--- src/rtl/mod_add_256.sv ---
// mod_add_256: registered modular adder, R = (A + B) mod P.
//
// Field-addition primitive for the ECDSA point-arithmetic datapath. It accepts one
// operand pair per clock and has no backpressure. out_valid is in_valid delayed by
// the pipeline latency.
//
// Build option:
//   MOD_ADD_PIPE_EN  When defined, a second register stage holds the sum and the
//                    valid bit, and the latency becomes 2. When undefined, the block
//                    has one stage and a latency of 1. R is the same in both builds.
//
// Parameters:
//   W  operand and result width in bits (default 256)
//   P  odd modulus with 2^(W-1) < P < 2^W (default: the secp256k1 field prime)
//
// Ports:
//   clk        rising-edge clock
//   rst_n      asynchronous active-low reset; clears every pipeline register
//   in_valid   A and B are sampled this cycle
//   A, B       addends, expected in 0..P-1 (out-of-range inputs are not flagged)
//   out_valid  R holds a new result this cycle
//   R          registered result; it keeps its value between valid results
module mod_add_256 #(
  parameter int unsigned  W = 256,
  parameter logic [W-1:0] P = 256'hFFFFFFFF_FFFFFFFF_FFFFFFFF_FFFFFFFF_FFFFFFFF_FFFFFFFF_FFFFFFFE_FFFFFC2F
) (
  input  logic         clk,
  input  logic         rst_n,
  input  logic         in_valid,
  input  logic [W-1:0] A,
  input  logic [W-1:0] B,
  output logic         out_valid,
  output logic [W-1:0] R
);

  // Full sum with its carry. For in-range inputs this is below 2P.
  logic [W:0] sum;

  always_comb begin
    sum = {1'b0, A} + {1'b0, B};
  end

  // Sum and valid as seen by the reduction stage.
  logic [W:0] stage_sum;
  logic       stage_valid;

`ifdef MOD_ADD_PIPE_EN
  logic [W:0] sum_q;
  logic       valid1_q;

  always_ff @(posedge clk or negedge rst_n) begin
    if (!rst_n) begin
      sum_q    <= '0;
      valid1_q <= 1'b0;
    end else begin
      valid1_q <= in_valid;
      if (in_valid) begin
        sum_q <= sum;
      end
    end
  end

  assign stage_sum   = sum_q;
  assign stage_valid = valid1_q;
`else
  assign stage_sum   = sum;
  assign stage_valid = in_valid;
`endif

  // Single conditional subtraction. The borrow of the (W+2)-bit difference S - P is
  // the same as S < P. The low W bits of that difference are the W-bit wrap-around
  // of S - P, so the subtractor only needs to be W bits wide. When S == P, the
  // result is 0.
  logic         borrow;
  logic [W-1:0] r_d;

  always_comb begin
    borrow = (stage_sum < {1'b0, P});
    r_d    = borrow ? stage_sum[W-1:0] : (stage_sum[W-1:0] - P);
  end

  logic [W-1:0] r_q;
  logic         out_valid_q;

  always_ff @(posedge clk or negedge rst_n) begin
    if (!rst_n) begin
      r_q         <= '0;
      out_valid_q <= 1'b0;
    end else begin
      out_valid_q <= stage_valid;
      // R is loaded only with new results, so it holds steady while the input is idle.
      if (stage_valid) begin
        r_q <= r_d;
      end
    end
  end

  assign R         = r_q;
  assign out_valid = out_valid_q;

endmodule

--- config.mk ---
export PLATFORM = sky130hd
export DESIGN_NAME = mod_add_256
export DESIGN_NICKNAME = d
export VERILOG_FILES = /design/src/rtl/mod_add_256.sv
export SDC_FILE = /design/constraint.sdc
export NUM_CORES = 2
export LEC_CHECK = 0
export BUFFER_PORTS_ARGS = -buffer_cell sky130_fd_sc_hd__buf_2
export CAP_MARGIN = 40
export CORE_MARGIN = 1.5
export CORE_UTILIZATION = 45
export DETAILED_ROUTE_END_ITERATION = 16
export PLACE_DENSITY = 0.67
export SYNTH_ARGS = -nofsm -noshare
export SYNTH_HDL_FRONTEND = slang
export SYNTH_SLANG_ARGS = --single-unit
export TNS_END_PERCENT = 30
--- constraint.sdc ---
create_clock -name clk -period 1.46 [get_ports clk]
set_input_delay 0.292 -clock clk [delete_from_list [all_inputs] [get_ports clk]]
set_output_delay 0.292 -clock clk [all_outputs]
set_load 0.01 [all_outputs]
==> key figures, run 1 <==
Global route
  • Overall routing resource usage: 0.841
  • Vias in the first global route: between 80000 and 90000
  • Grt total ovfl: roughly 2100
  • First-pass GRT wire length: 631 mm
  • Largest net degree at the start of global routing: 43

Yosys
  • Post-synth EDFFs: 0
  • Multiplexer area fraction after synthesis: 0.0695
  • Synthesized Nets: around 7000
  • Seq cells post-synth: ~260
  • Dominant synthesized flop cell: dfrtp_1
  • Gate count of the mapped netlist: 6171
  • Post-Synth XOR/XNOR Area: 0.0786
  • Sequential-to-total area share from yosys stat: 0.147
  • Compound-cell area share of the yosys netlist: 0.253
  • Distinct cells, synth: just over 100
  • Synthesized area per cell: about 7.1 um2
  • Post-Synth Adder-Cell Area: 0.0741
  • Combinational family with the most area after synthesis: simple AND/OR/NAND/NOR gates
  • Share of flip-flops with an asynchronous set or reset: 1.00
  • Post-Syn Area: ~44000 um2
  • Ys Warns: 0
  • Simple-Gate Fraction of Synth Area: 0.342

Run status
  • Outcome: stopped before the end
  • Stopped at: 5_1_grt
  • Error message: [ERROR GRT-0116] Global routing finished with congestion. Check the congestion regions in the DRC Viewer.

Placed design
  • Placement Cell Area: roughly 72000 um2
  • Final GP Congestion: 1.34
  • Number of buffers added on ports: 771
  • Hpwl dp: 252 mm

Clock tree
  • CTS root buffer: clkbuf_16
  • Clock Tree Buf Depth: 3
  • Clock sinks: between 200 and 300
  • TritonCTS buffer count: 30
  • Htree depth: 1

Die
  • Die height: approximately 310 um
  • Initial Utilization: 0.453
  • Die width: between 300 and 400 um
  • Rows: between 100 and 150
  • Top Ports: 772
-- timing repair --
item,4_1_cts
setup buffers,75
hold endpoints to repair,257
pin swaps,201
resized for setup,568
hold buffers,1
endpoints found under the setup margin,373
gates cloned,16
-- layer usage --
layer  GRT usage  GRT overflow
met5       0.557            19
met4       0.820           565
met3       0.746           112
met2       0.984          1300
met1       0.815           122
-- cells in the mapped netlist, types with 81 or more instances --
cell type  number  share of area
nand2_1       658          0.057
a21oi_1       562          0.064
nor2_1        539          0.046
o21ai_0       422          0.048
nor3_1        349          0.040
nand4_1       287          0.041
dfrtp_1       257           0.15
ha_1          257          0.074
mux2_2        250          0.064
clkbuf_1      234          0.020
nand3_1       231          0.026
xnor2_1       199          0.040
xor2_1        193          0.039
nor4_1        188          0.027
inv_1          81         0.0070
-- stage by stage --
step / utilization / cells / setup TNS [ns] / worst slack [ns] / hold WS (ns)
3_3_place_gp: 0.749 / 11020 / -1321.57 / -5.33 / 0.201
3_5_place_dp: 0.750 / 11024 / -1345.67 / -5.48 / 0.205
4_1_cts: 0.800 / 11167 / -998.61 / -4.06 / 0.0968
2_1_floorplan: - / 6171 / -1008.03 / -4.11 / -0.00359
-- cell families after synthesis --
logic type	Yosys count
AO/OA/AOI/OAI	1748
XOR/XNOR	392
adder cells (fa/ha/maj)	258
buffers and inverters	388
flip-flops	257
multiplexers	272
AND/OR/NAND/NOR	2856
==> run 2: changes to the inputs <==
--- a/config.mk
+++ b/config.mk
@@ -8,9 +8,9 @@
 export BUFFER_PORTS_ARGS = -buffer_cell sky130_fd_sc_hd__buf_2
 export CAP_MARGIN = 40
 export CORE_MARGIN = 1.5
-export CORE_UTILIZATION = 45
+export CORE_UTILIZATION = 30
 export DETAILED_ROUTE_END_ITERATION = 16
-export PLACE_DENSITY = 0.67
+export PLACE_DENSITY_LB_ADDON = 0.15
 export SYNTH_ARGS = -nofsm -noshare
 export SYNTH_HDL_FRONTEND = slang
 export SYNTH_SLANG_ARGS = --single-unit
==> key figures, run 2 <==
STA
  • RSZ-0062 raised after global routing: true
  • Max Freq: 174 MHz
  • Fin Setup TNS: -1061.93 ns
  • Period utilization: 3.93
  • Worst setup margin: -4.27 ns
  • Final Hold Fails: 0
  • Final number of setup-violating endpoints: about 460
  • Fin Hold WS: approximately 0.12 ns
  • Worst slew pin tran: between 0.8 and 0.9 ns
  • Relative slew slack: 0.413
  • Max Slew Vio Count: 0
  • Worst Clk Skew: 0 ns
  • Shortest period the worst path allows: ~5.7 ns

Final layout
  • Post-Layout Cell Count: 12178
  • Most common cell after layout, fill and taps aside: buf_4
  • Final instance area: roughly 84000 um2
  • Largest register FFs: about 260
  • Final #Nets: 11024
  • Area growth, synth to finish: 92.0%
  • Ratio of cells with drive above 1 in the final layout: 0.524
  • Commonest non-fill, non-tap cells in the layout: 3400 x buf_4, 766 x buf_2, 647 x nand2_1
  • Layout Utilization: 0.582

Yosys
  • Post-synth EDFFs: 0
  • Area leader, netlist: dfrtp_1
  • Share of flip-flops with an asynchronous set or reset: 1.00
  • Post-Syn Area: around 44000 um2
  • Sequential-to-total area share from yosys stat: 0.147
  • Synthesized area per cell: 7.08 um2
  • Seq cells post-synth: 257
  • Synthesized Nets: around 7000
  • Synth area leaders: dfrtp_1 15%, ha_1 7.4%, mux2_2 6.4%
  • Ys Warns: 0
  • Gate count of the mapped netlist: just over 6000
  • Post-synth top cells: 658 x nand2_1, 562 x a21oi_1, 539 x nor2_1
  • Top-area cell type share of the netlist area: 0.147
  • Dominant synthesized flop cell: dfrtp_1
  • Most common cell in the netlist: nand2_1
  • Distinct cells, synth: about 100

Power
  • Switch share: 0.476
  • Max VDD drop: 1080 uV
  • P per Cell Area: 774 nW/um2
  • Sequential power share: 0.169
  • Sw Pwr: just over 30 mW
  • Comb power frac: 0.704
  • Int Power: ~34 mW
  • Clock power frac: 0.126
  • Leakage power: 38.8 nW
  • Power consumption: between 60 and 70 mW

Placed design
  • Hpwl dp: around 310 mm
  • Placement Cell Area: roughly 75000 um2
  • Placed insts: 11907
  • Place WS: -6.04 ns
  • Final GP Congestion: between 1 and 1.5
  • Number of buffers added on ports: about 770

Setup path
  • CP Class: in2reg
  • Slowest stage delay, CP: between 0.5 and 0.6 ns
  • Worst-path fanout max: 6
  • Worst Path Required: just under 2 ns
  • Critical Path End Type: flop
  • Slowest cell on crit path: o21ai_0
  • Critical path arrival: 6.23 ns
  • R2r setup slk: ~0.49 ns
  • Critical Path Start Type: primary input
  • Most used cell along the critical path: buf_4

Detailed routing
  • Post-DR vias/cell: a little under 6
  • Residual DRC: 0
  • Initial DRC Count: a little over 8000
  • Pre-Repair DR Iteration Count: 6
  • Vias after detailed routing: a little over 70000
  • Post-route ant nets: 0
  • Final wirelength: roughly 360 mm
  • DR WL/cell: approximately 30 um

Global route
  • Overall routing resource usage: 0.468
  • Largest net degree at the start of global routing: 48
  • Initial antenna violation count: 13
  • Grt total ovfl: 0
  • First-pass GRT wire length: around 500 mm
  • Vias in the first global route: between 60000 and 70000

Clock tree
  • CTS root buffer: clkbuf_16
  • TritonCTS buffer count: 30
  • Clock sinks: 257
  • Htree depth: 1
  • Latest clock arrival within the worst-skew pair: 0.62 ns
  • Clock Tree Buf Depth: 3
  • Clock-pin slew on the worst setup and hold paths: 0.06 ns
  • CTS tree: done

Flow run
  • MaxCap Viol Count: 0

Die
  • Total Die Area: approximately 150000 um2
  • Die height: a little under 400 um
  • Die width: 385 um
  • Top Ports: roughly 770
  • Rows: 139
  • Initial Utilization: 0.303
  • Core area: 144000 um2

Run status
  • Failing checks: negative setup slack
  • Outcome: complete, but fails checks

Min path
  • Worst hold path type: in2async
-- run 2: cell counts after synthesis --
Identical to the previous run, type by type.
-- run 2: final timing paths --
kind / start / to / cells after the start
worst max-delay path: A[85] / R[143] / 27
worst min-delay path: rst_n / out_valid / 2
worst max register to register: R[114] / R[114] / 1
worst min register to register: R[94] / R[94] / 2
max in group asynchronous: rst_n / R[134] / 3
min in group clk: A[0] / R[0] / 5
-- run 2: metal layers --
metal | wire [um] | share of wire | GRT usage | up-vias
li1 | - | - | - | 31802
met1 | 139000 | 0.38 | 0.577 | 34594
met2 | 150000 | 0.41 | 0.699 | 4486
met3 | 42200 | 0.12 | 0.135 | 1080
met4 | 32200 | 0.089 | 0.327 | 10
met5 | 70 | 0.00019 | 0 | -
-- run 2: kinds of logic after synthesis --
| kind of cell | share of synthesized area |
|---|---|
| simple gates | 0.342 |
| compound gates | 0.253 |
| xor+xnor | 0.0786 |
| buf+inv | 0.0362 |
| mux | 0.0695 |
| fa+ha+maj | 0.0741 |
| flops | 0.147 |
-- run 2: cell type report --
type                    count  area [um2]
diodes                      3        7.51
clock buffers              43         870
clock inverters            10         158
fillers                 13575       60200
inverters                  81         304
multi-input cells        5526       41300
flip-flops and latches    257        6430
well taps                1903        2380
repair buffers           4355       32400
-- run 2: what timing repair did --
| item | in CTS | in global routing |
|---|---|---|
| endpoints found under the hold margin | 258 | 0 |
| resized for setup | 714 | 349 |
| setup buffers | 152 | 49 |
| hold buffers | 2 | 0 |
| gates cloned | 16 | 2 |
| endpoints found under the setup margin | 469 | 490 |
| pin swaps | 231 | 202 |
-- run 2: power by group through the flow --
stage               combinational (mW)  sequential (mW)  clock, mW
floorplan                         13.8             10.9          0
finish                            45.7             11.0       8.18
detailed placement                39.9             10.9          0
global route                      47.0             11.0       8.43
CTS                               42.9             10.9       8.16
global placement                  39.8             10.9          0
-- run 2: critical path, delay by kind of cell --
family,cells,cell delay [ns]
AND/OR/NAND/NOR,6,1.56
buffers and inverters,10,1.50
AO/OA/AOI/OAI,8,1.98
XOR/XNOR,1,0.20
adder cells (fa/ha/maj),1,0.38
multiplexers,1,0.30
No activity file was read; power rests on OpenSTA's default activity.
